**src/rtl/stream_cipher_pkg.sv**
```systemverilog
// Shared definitions for the stream cipher transmit and receive paths.
// Keystream is a 16-bit right-shifting Galois LFSR; its low byte is the key byte.
package stream_cipher_pkg;

   localparam logic [15:0] LFSR_TAPS      = 16'hB400;
   localparam logic [15:0] LFSR_ZERO_SEED = 16'h0001;

   typedef enum logic [1:0] {
      HUNT,
      IV_HI,
      IV_LO,
      PAYLOAD
   } rx_state_e;

   function automatic logic [15:0] lfsr_step(logic [15:0] value);
      logic [15:0] shifted;
      shifted = value >> 1;
      return value[0] ? (shifted ^ LFSR_TAPS) : shifted;
   endfunction

   // An all-zero LFSR would lock up, so a zero seed is replaced.
   function automatic logic [15:0] seed_fix(logic [15:0] seed);
      return (seed == 16'h0000) ? LFSR_ZERO_SEED : seed;
   endfunction

endpackage

```
**src/rtl/stream_keystream_gen.sv**
```systemverilog
// Keystream generator shared by the cipher transmit and receive paths.
// load reseeds the LFSR (zero seed replaced), adv steps it once; ks is the current key byte.
module stream_keystream_gen
   import stream_cipher_pkg::*;
(
   input  logic        clk,
   input  logic        rst,
   input  logic        load,
   input  logic [15:0] seed,
   input  logic        adv,
   output logic [7:0]  ks
);

   logic [15:0] lfsr;

   always_ff @(posedge clk) begin
      if (rst) begin
         lfsr <= LFSR_ZERO_SEED;
      end else if (load) begin
         lfsr <= seed_fix(seed);
      end else if (adv) begin
         lfsr <= lfsr_step(lfsr);
      end
   end

   assign ks = lfsr[7:0];

endmodule

```
**src/rtl/stream_decipher_rx.sv**
```systemverilog
// Receive-side stream decipher: hunts SYNC, captures a 16-bit IV, decrypts FRAME_LEN bytes.
// Optional macro STREAM_RX_CHECK_EN turns the final payload byte into an XOR check byte (crc_err).
module stream_decipher_rx
   import stream_cipher_pkg::*;
#(
   parameter logic [15:0] KEY       = 16'hACE1,
   parameter logic [7:0]  SYNC      = 8'hA5,
   parameter int          FRAME_LEN = 16
) (
   input  logic       clk,
   input  logic       rst,
   input  logic [7:0] in_data,
   input  logic       in_valid,
   output logic       in_ready,
   output logic [7:0] out_data,
   output logic       out_valid,
   input  logic       out_ready,
   output logic       out_last,
   output logic       busy,
   output logic [7:0] frame_cnt
`ifdef STREAM_RX_CHECK_EN
   ,
   output logic       crc_err
`endif
);

   localparam logic [7:0] LAST_IDX = 8'(FRAME_LEN - 1);

   rx_state_e   state;
   rx_state_e   state_next;
   logic [7:0]  iv_hi;
   logic [7:0]  byte_cnt;
   logic [7:0]  ks;
   logic [7:0]  plain;
   logic        accept;
   logic        emit;
   logic        payload_acc;
   logic        final_byte;
   logic        data_byte;
   logic        data_last;
   logic        ks_load;

   assign in_ready    = (state != PAYLOAD) || !out_valid || out_ready;
   assign accept      = in_valid && in_ready;
   assign emit        = out_valid && out_ready;
   assign payload_acc = accept && (state == PAYLOAD);
   assign final_byte  = payload_acc && (byte_cnt == LAST_IDX);
   assign ks_load     = accept && (state == IV_LO);
   assign plain       = in_data ^ ks;
   assign busy        = (state != HUNT);

`ifdef STREAM_RX_CHECK_EN
   localparam logic [7:0] LAST_DATA_IDX = 8'(FRAME_LEN - 2);

   // The check byte is consumed but never emitted, so the last data byte carries out_last.
   assign data_byte = payload_acc && !final_byte;
   assign data_last = (byte_cnt == LAST_DATA_IDX);
`else
   assign data_byte = payload_acc;
   assign data_last = (byte_cnt == LAST_IDX);
`endif

   stream_keystream_gen u_keystream (
      .clk  (clk),
      .rst  (rst),
      .load (ks_load),
      .seed (KEY ^ {iv_hi, in_data}),
      .adv  (payload_acc),
      .ks   (ks)
   );

   always_ff @(posedge clk) begin
      if (rst) begin
         state <= HUNT;
      end else begin
         state <= state_next;
      end
   end

   always_comb begin
      state_next = state;
      unique case (state)
         HUNT:    if (accept && (in_data == SYNC)) state_next = IV_HI;
         IV_HI:   if (accept) state_next = IV_LO;
         IV_LO:   if (accept) state_next = PAYLOAD;
         PAYLOAD: if (final_byte) state_next = HUNT;
         default: state_next = HUNT;
      endcase
   end

   // A new data byte overwrites the output register only when it is free or being emitted.
   always_ff @(posedge clk) begin
      if (rst) begin
         iv_hi     <= 8'h00;
         byte_cnt  <= 8'h00;
         out_valid <= 1'b0;
         out_data  <= 8'h00;
         out_last  <= 1'b0;
         frame_cnt <= 8'h00;
      end else begin
         if (accept && (state == IV_HI)) begin
            iv_hi <= in_data;
         end
         if (ks_load) begin
            byte_cnt <= 8'h00;
         end else if (payload_acc) begin
            byte_cnt <= byte_cnt + 8'd1;
         end
         if (final_byte) begin
            frame_cnt <= frame_cnt + 8'd1;
         end
         if (data_byte) begin
            out_valid <= 1'b1;
            out_data  <= plain;
            out_last  <= data_last;
         end else if (emit) begin
            out_valid <= 1'b0;
            out_last  <= 1'b0;
         end
      end
   end

`ifdef STREAM_RX_CHECK_EN
   logic [7:0] xor_acc;

   always_ff @(posedge clk) begin
      if (rst) begin
         xor_acc <= 8'h00;
         crc_err <= 1'b0;
      end else begin
         crc_err <= final_byte && (plain != xor_acc);
         if (ks_load) begin
            xor_acc <= 8'h00;
         end else if (data_byte) begin
            xor_acc <= xor_acc ^ plain;
         end
      end
   end
`endif

endmodule

```
**config.mk**
```make
export PLATFORM = sky130hd
export DESIGN_NAME = stream_decipher_rx
export DESIGN_NICKNAME = d
export VERILOG_FILES = /design/src/rtl/stream_cipher_pkg.sv /design/src/rtl/stream_keystream_gen.sv /design/src/rtl/stream_decipher_rx.sv
export SDC_FILE = /design/constraint.sdc
export NUM_CORES = 1
export LEC_CHECK = 0
export ABC_AREA = 1
export ABC_CLOCK_PERIOD_IN_PS = 2200
export CAP_MARGIN = 10
export CORE_ASPECT_RATIO = 1.25
export CORE_MARGIN = 2
export CORE_UTILIZATION = 35
export CTS_CLUSTER_DIAMETER = 30
export DETAILED_ROUTE_END_ITERATION = 10
export GPL_TIMING_DRIVEN = 0
export REMOVE_ABC_BUFFERS = 1
export SLEW_MARGIN = 20
export SYNTH_ARGS = -nofsm -noshare
export SYNTH_HDL_FRONTEND = slang
export SYNTH_SLANG_ARGS = --single-unit
```
**constraint.sdc**
```tcl
create_clock -name clk -period 2.2 [get_ports clk]
set_input_delay 0.55 -clock clk [delete_from_list [all_inputs] [get_ports clk]]
set_output_delay 0.55 -clock clk [all_outputs]
set_load 0.05 [all_outputs]
```
Word level (Yosys, flattened, before mapping). Index checks and enable logic that the tools add are counted.

Input bits: 12. Register bits: 52.

Add/sub/neg operators: 2. Reductions and logical operators: 17. Multiplexer cells: 12. Equality and inequality tests: 10. Bitwise logic cells: 3.

Operators with widths (number): two-way mux 16 bit (4); adder 8 x 1 -> 8 bit, second input constant (2); logical NOT 16 bit (1); != test 2 bit, second input constant (5); == test 8 x 4 -> 1 bit, second input constant (1); == test 8 bit, second input constant (1); two-way mux 2 bit (4); NOT 8 bit (1); case mux 2 bit (4 select lines) (1); XOR 8 bit (1); logical AND 1 bit (7); nonzero test 2 bit (3); == test 2 bit, second input constant (2); NOT 3 -> 4 bit (1); AND reduction 4 bit (1); two-way mux 1 bit (3); == test 2 x 1 -> 1 bit, second input constant (1); logical NOT 2 bit (1); logical OR 1 bit (2); OR reduction 2 bit (1); logical NOT 1 bit (1).

Longest topological paths before layout. Gate-level depths: netlist of run 1.

Depth in word-level cells: 8. Mapped depth: 11.

By module. Synthesis of run 1 repeated with hierarchy kept, for this count alone.

Cells, all modules: 364. Area total of the unflattened synthesis: 2671.3 um^2.

By module, submodules not included: stream_decipher_rx (cells each 234, area an instance 1756.7 um^2, sequential area each 720.7 um^2, instances 1); stream_keystream_gen (cells each 130, area an instance 914.6 um^2, sequential area each 320.3 um^2, instances 1).

Worst setup path after synthesis of run 1. No wires, ideal clock.

Kind: reg-to-reg. Start: register out_valid. End: register u_keystream.lfsr[15]. Slack: 0.344 ns. Data required time: 2.083 ns. Arrival: 1.739 ns. Cell stages (with the launch flop): 7. Path through: dfxtp_1 > nand3_2 > nand3_2 > nand2_2 > buf_4 > o22ai_1 > nor2_1.

Word-level cells in the longest chain between the ends: 6. Elaborated cells between the ends (all ways): 8.

Ends and longest elaborated chain: from (decl) (RTL line stream_decipher_rx.sv:16) `output logic out_valid,`; from (signal assigned) (RTL line stream_decipher_rx.sv:96) `out_valid <= 1'b0;`; from (signal assigned) (RTL line stream_decipher_rx.sv:113) `out_valid <= 1'b1;`; from (signal assigned) (RTL line stream_decipher_rx.sv:117) `out_valid <= 1'b0;`; logical NOT 1 bit (*) (RTL line stream_decipher_rx.sv:43) `assign in_ready = (state != PAYLOAD) || !out_valid || out_ready;`; logical OR 1 bit (*) (2 in a row) (RTL line stream_decipher_rx.sv:43); via in_ready (RTL line stream_decipher_rx.sv:14) `output logic in_ready,`; logical AND 1 bit (*) (RTL line stream_decipher_rx.sv:44) `assign accept = in_valid && in_ready;`; logical AND 1 bit, on equally long branches (RTL line stream_decipher_rx.sv:48, stream_decipher_rx.sv:46); two-way mux 16 bit or nonzero test 2 bit (tied branches); to (signal assigned) (RTL line stream_keystream_gen.sv:20) `lfsr <= seed_fix(seed);`; to (signal assigned) (RTL line stream_keystream_gen.sv:22) `lfsr <= lfsr_step(lfsr);`; to (decl) (RTL line stream_keystream_gen.sv:14) `logic [15:0] lfsr;`.

Mark *: on every way through the listed nets, which the timed path passes. The rest lies on a longest branch. A chain may end at the register's enable or synchronous reset.

Final worst setup path of run 1.
Start: input out_ready. End: output in_ready.

Word-level cells in the longest chain between the ends: 1.

Ends and longest elaborated chain: from (decl) (RTL line stream_decipher_rx.sv:17) `input logic out_ready,`; logical OR 1 bit (RTL line stream_decipher_rx.sv:43); to (decl) (RTL line stream_decipher_rx.sv:14).

Every way passes these cells.

==> results of run 1 <==
-- routing by layer --
layer / up-vias / track usage / part of all wire
met5: - / 0 / 0
met4: 0 / 0.04318 / 0.0099
met3: 4 / 0.03172 / 0.039
met2: 42 / 0.2440 / 0.47
met1: 968 / 0.1915 / 0.48
li1: 1114 / - / -
-- power breakdown --
group          internal (mW)  switching [mW]  total, mW
Clock                  0.252           0.306      0.557
Sequential             0.980          0.0301       1.01
Combinational         0.0931           0.147      0.240
Total                   1.32           0.482       1.81
-- Yosys cell counts (all sizes together) --
library cell / n
nor2: 38
xor2: 7
nor3: 5
a31oi: 3
clkbuf: 5
nand3: 17
xnor2: 9
o21ai: 35
nand4: 6
dfxtp: 52
o21a: 1
buf: 8
o22ai: 9
ha: 7
o21bai: 1
a21oi: 27
or2: 3
and3: 1
inv: 35
nor3b: 2
nand2: 52
-- layout make-up --
| cell class | instances | area [um2] |
|---|---|---|
| Tap cell | 87 | 108.9 |
| Fill cell | 688 | 3745 |
| Multi-Input combinational cell | 223 | 1189 |
| Inverter | 35 | 142.6 |
| Sequential cell | 52 | 1041 |
| Clock buffer | 6 | 82.58 |
| Clock inverter | 2 | 10.01 |
| Timing Repair inverter | 2 | 12.51 |
| Timing Repair Buffer | 31 | 316.6 |
-- critical path, cell delays in order --
cell and delay, ps:
clkdlybuf4s50_1 480, inv_1 60, nand3_2 100, clkdlybuf4s15_2 380
-- per-stage QoR --
step / std cells / TNS [ps] / cell area [um2] / hold slack [ps]
finish: 438 / 0 / 2903 / 475.8
global route: 438 / 0 / 2903 / 495.4
CTS: 437 / 0 / 2887 / 477.7
detailed placement: 428 / -17720 / 2770 / 464.4
global placement: 428 / -17020 / 2770 / 457.5
floorplan: 310 / 0 / 2351 / 441.3
-- sequential cells by signal, summed over array words and instances (netlist names) --
name              cells
u_keystream.lfsr     16
byte_cnt              8
frame_cnt             8
iv_hi                 8
out_data              8
state                 2
out_last              1
out_valid             1
-- repair_timing --
| item | CTS | global route |
|---|---|---|
| gates cloned | 1 | 1 |
| endpoints found under the setup margin | 30 | 23 |
| gates resized for setup | 9 | 6 |
-- kinds of logic (layout without fill, tap and decap cells) --
kind of cell | after synthesis | count (layout) | share of synthesized area
and+or+nand+nor | 124 | 124 | 0.2275
AOI/OAI and AO/OA | 76 | 76 | 0.1655
adders and majority gates | 7 | 7 | 0.03619
xor gates and xnor gates | 16 | 16 | 0.05791
DFF | 52 | 52 | 0.4302
buffers and inverters | 48 | 76 | 0.08273
-- how the worst max path moves through the flow --
| stage | end | slack, ps | depth (start not counted) |
|---|---|---|---|
| floorplan | byte_cnt[3] | 260 | 5 |
| global placement | byte_cnt[3] | -570 | 5 |
| detailed placement | byte_cnt[3] | -590 | 5 |
| CTS | busy | 30 | 4 |
| global route | state[1] | 0.8 | 11 |
| finish | in_ready | 60 | 4 |
==> results by group, run 1 <==
Outcome
  • Outcome: finished clean

Die
  • Die H: 96.97 um
  • # IOs: 32
  • Core box area: roughly 6600 um2
  • Core Rows: 33
  • Starting Density: 0.3640
  • Die area: about 7600 um2
  • Die width: 78.37 um

Worst setup path
  • WP data arrival: 1590 ps
  • Worst R2R Start: state[0]
  • Crit end category: output pin
  • CP Class: in -> out
  • Critical-path maximum fanout: 4
  • Startpoint types: input pin
  • Worst Setup SP: out_ready
  • R2R Path End: u_keystream.lfsr[11]
  • R2R cell count: 6
  • Flop2flop setup slack: 360 ps
  • CP required: between 1500 and 2000 ps

Clock tree
  • H-tree Lvls: 2
  • CTS sink cnt: 52
  • CTS tree: built
  • Clock buffer count from CTS: 5
  • Post-CTS Setup Bufs: 0
  • Worst-Skew Late Latency: approximately 300 ps
  • Max clock buf depth: 2
  • Root Driver: clkbuf_8
  • Post-CTS Hold Buffers: 0
  • Clk pin slew, worst setup/hold paths: ~80 ps

GRT
  • Total Routing Usage GR: 0.1473
  • GRT Residual Overflow: 0
  • Global-route wire length before repair: 9121 um
  • Antenna violations before repair: 0
  • Vias in the first global route: between 1500 and 2000
  • Largest net degree at the start of global routing: 27

Placed design
  • HPWL Detailed: between 3000 and 4000 um
  • GPL Wtd Cong: 0.7569
  • Place WS: -595.0 ps
  • Port bufs: 31

Detailed routing
  • Via Count: 2128
  • DRC Markers: 0
  • Post-route antenna net violation count: 0
  • Avg WL per Cell: 12.47 um
  • Final WL: about 5500 um
  • Initial DRC Count: about 90
  • Pre-antenna DRT Iters: 4
  • Vias per inst: 4.858

Timing
  • Slew Viols, Final: 0
  • Hold Vio Cnt, Final: 0
  • Setup ws final: about 64 ps
  • RSZ-0062 raised after global routing: no
  • Max Clk Rate: ~470 MHz
  • Worst-margin pin slew: roughly 550 ps
  • Clock Skew: 6.975 ps
  • Final period util: 0.9709
  • Finish-stage setup viols: 0
  • Slew headroom: 0.6347
  • Post-layout min period: around 2100 ps

Logic synthesis
  • Top area cells in the synthesized netlist: dfxtp_1 43%, nand2_1 7.6%, o21ai_0 7.0%
  • Cell variety after synth: 30
  • Syn avg cell area: between 7 and 8 um2
  • Post-synth top area cell: dfxtp_1
  • Syn Inst Count: roughly 320
  • Yosys top cell area share: 0.4302
  • Number of synthesized register bits: 52
  • Seq/Total Area, Yosys: 0.4302
  • Synthesized area: about 2400 um2
  • Yosys warns: 0

Cells and area
  • Area growth from synthesis to layout: 19.96%
  • Share of layout cells above drive strength 1: 0.07123
  • ANT cells: 0
  • Final Util: 0.4367
  • Final nets: 369
  • Commonest non-fill, non-tap cell in the layout: dfxtp_1
  • Most frequent cells in the layout: 52 x dfxtp_1, 48 x nand2_1, 37 x nor2_1

Hold path
  • Worst hold path startpoint: iv_hi[6]
  • Worst min path class: reg -> reg
  • Worst hold stages: 2
  • Hold EP: iv_hi[6]

Power
  • Power density over the cells: between 600 and 700 nW/um2
  • LEAKAGE: roughly 1.1 nW
  • Maximum VDD drop: approximately 0.33 mV
  • Design Power: roughly 1.8 mW

Run
  • Max-Cap Viols: 0
No activity file was read; power rests on OpenSTA's default activity.
==> run 2, diff against run 1 <==
--- a/config.mk
+++ b/config.mk
@@ -14,6 +14,7 @@
 export CTS_CLUSTER_DIAMETER = 30
 export DETAILED_ROUTE_END_ITERATION = 10
 export GPL_TIMING_DRIVEN = 0
+export RECOVER_POWER = 25
 export REMOVE_ABC_BUFFERS = 1
 export SLEW_MARGIN = 20
 export SYNTH_ARGS = -nofsm -noshare
==> run 2 against run 1 <==
Net effect:
- critical path type unchanged
- critical endpoint unchanged
- non-clock buffer count unchanged
- sequential power about the same
- via count increased by 0.23%
==> results by group, run 2 (synthesis gave the netlist of run 1 again) <==
Power
  • Power density over the cells: around 620 nW/um2
  • LEAKAGE: 1.107 nW
  • Maximum VDD drop: about 0.33 mV

Worst setup path
  • Crit path buffers/inverters: 3
  • Crit end category: output pin
  • Crit-path cells: clkdlybuf4s50_1 > inv_1 > nand3_2 > clkdlybuf4s15_2
  • CP Class: in -> out
  • WP data arrival: 1590 ps
  • Slowest stage cell, crit path: clkdlybuf4s50_1
  • Critical-path maximum fanout: 4
  • CP required: 1650 ps
  • Max stage delay on crit path: 480 ps
  • Family with the most delay on the worst path: buffers and inverters
  • Startpoint types: input pin

Die
  • Die width: a little under 80 um
  • Die area: around 7600 um2
  • Core box area: roughly 6600 um2
  • Die H: about 97 um
  • Core Rows: 33
  • # IOs: 32
  • Starting Density: 0.3640

GRT
  • GRT Residual Overflow: 0
  • Vias in the first global route: approximately 2000
  • Antenna violations before repair: 0
  • Total Routing Usage GR: 0.1473
  • Global-route wire length before repair: 9121 um
  • Largest net degree at the start of global routing: 27

Cells and area
  • Fillers: 691
  • Multi-input gate area: approximately 1200 um2
  • Commonest non-fill, non-tap cell in the layout: dfxtp_1
  • Share of layout cells above drive strength 1: 0.07123
  • Most frequent cells in the layout: 52 x dfxtp_1, 48 x nand2_1, 37 x nor2_1
  • ANT cells: 0
  • Final Non-Filler Cells: 438
  • Max reg flops: 16
  • Final Util: 0.4353
  • Design Area, Final: 2894 um2
  • Biggest register: u_keystream.lfsr
  • Register area: 1041 um2
  • Final nets: roughly 370
  • Area growth from synthesis to layout: 19.60%

Clock tree
  • Post-CTS Hold Buffers: 0
  • Post-CTS Setup Bufs: 0
  • Clock buffer count from CTS: 5
  • Root Driver: clkbuf_8
  • Max clock buf depth: 2
  • Clk pin slew, worst setup/hold paths: about 80 ps
  • H-tree Lvls: 2
  • Worst-Skew Late Latency: approximately 300 ps
  • CTS tree: built
  • CTS sink cnt: 52

Run
  • Max-Cap Viols: 0

Timing
  • Finish-stage setup viols: 0
  • Worst hold slack: about 480 ps
  • Hold Vio Cnt, Final: 0
  • RSZ-0062 raised after global routing: no
  • Setup ws final: 64.07 ps
  • Worst-margin pin slew: 602.2 ps
  • Slew Viols, Final: 0
  • Final period util: 0.9709
  • Slew headroom: 0.6003
  • Post-layout min period: between 2000 and 2500 ps
  • Max Clk Rate: 468.2 MHz
  • Clock Skew: around 6.9 ps

Detailed routing
  • Final WL: approximately 5500 um
  • Avg WL per Cell: approximately 12 um
  • Via Count: about 2100
  • Pre-antenna DRT Iters: 4
  • Initial DRC Count: 92
  • DRC Markers: 0
  • Vias per inst: approximately 5
  • Post-route antenna net violation count: 0

Placed design
  • Place WS: -595.0 ps
  • HPWL Detailed: about 3700 um
  • GPL Wtd Cong: roughly 0.76
  • Placed cells: 428
  • Placed Area: 2770 um2
  • Port bufs: 31

Hold path
  • Worst min path class: reg -> reg

Outcome
  • Outcome: finished clean
==> run 2: worst reg2reg max path, stage by stage (launching register included) <==
cell     delay, ps
dfxtp_1        400
ha_1           290
nand3_2        160
nand3_2        290
nand2_2        290
o21ai_0        230
a31oi_1         50
==> run 2: worst paths after layout <==
check	cells past startpoint	end	start	slack, ps
max	4	in_ready	out_ready	60
min	2	iv_hi[6]	iv_hi[6]	480
min reg2reg	2	iv_hi[6]	iv_hi[6]	480
max reg2reg	6	u_keystream.lfsr[11]	state[0]	360
==> run 2: repair_timing <==
item / in CTS / in global routing
setup endpoints to repair: 30 / 23
gates cloned: 1 / 1
resized for setup: 9 / 6
==> run 2: routing by layer <==
layer,track usage,share of wire
met1,0.1915,0.48
met2,0.2440,0.48
met3,0.03172,0.039
met4,0.04318,0.0099
met5,0,0
==> run 2: cell type report <==
| type | count | area share |
|---|---|---|
| multi-input combinational | 223 | 0.4107 |
| inverter | 35 | 0.04929 |
| timing repair inverter | 2 | 0.004323 |
| clock inverter | 2 | 0.003459 |
| clock buffer | 6 | 0.02853 |
| sequential | 52 | 0.3597 |
| tap | 87 | 0.03761 |
| timing repair buffer | 31 | 0.1064 |
==> run 2: per-stage QoR <==
step,TNS (ps),power [mW]
finish,0,1.808
global route,0,1.916
CTS,0,1.827
detailed placement,-17720,1.269
global placement,-17020,1.266
floorplan,0,1.189
==> run 2: power by group <==
group / switching (mW) / internal [mW]
clock network: 0.306 / 0.252
logic: 0.147 / 0.0931
registers: 0.0301 / 0.980
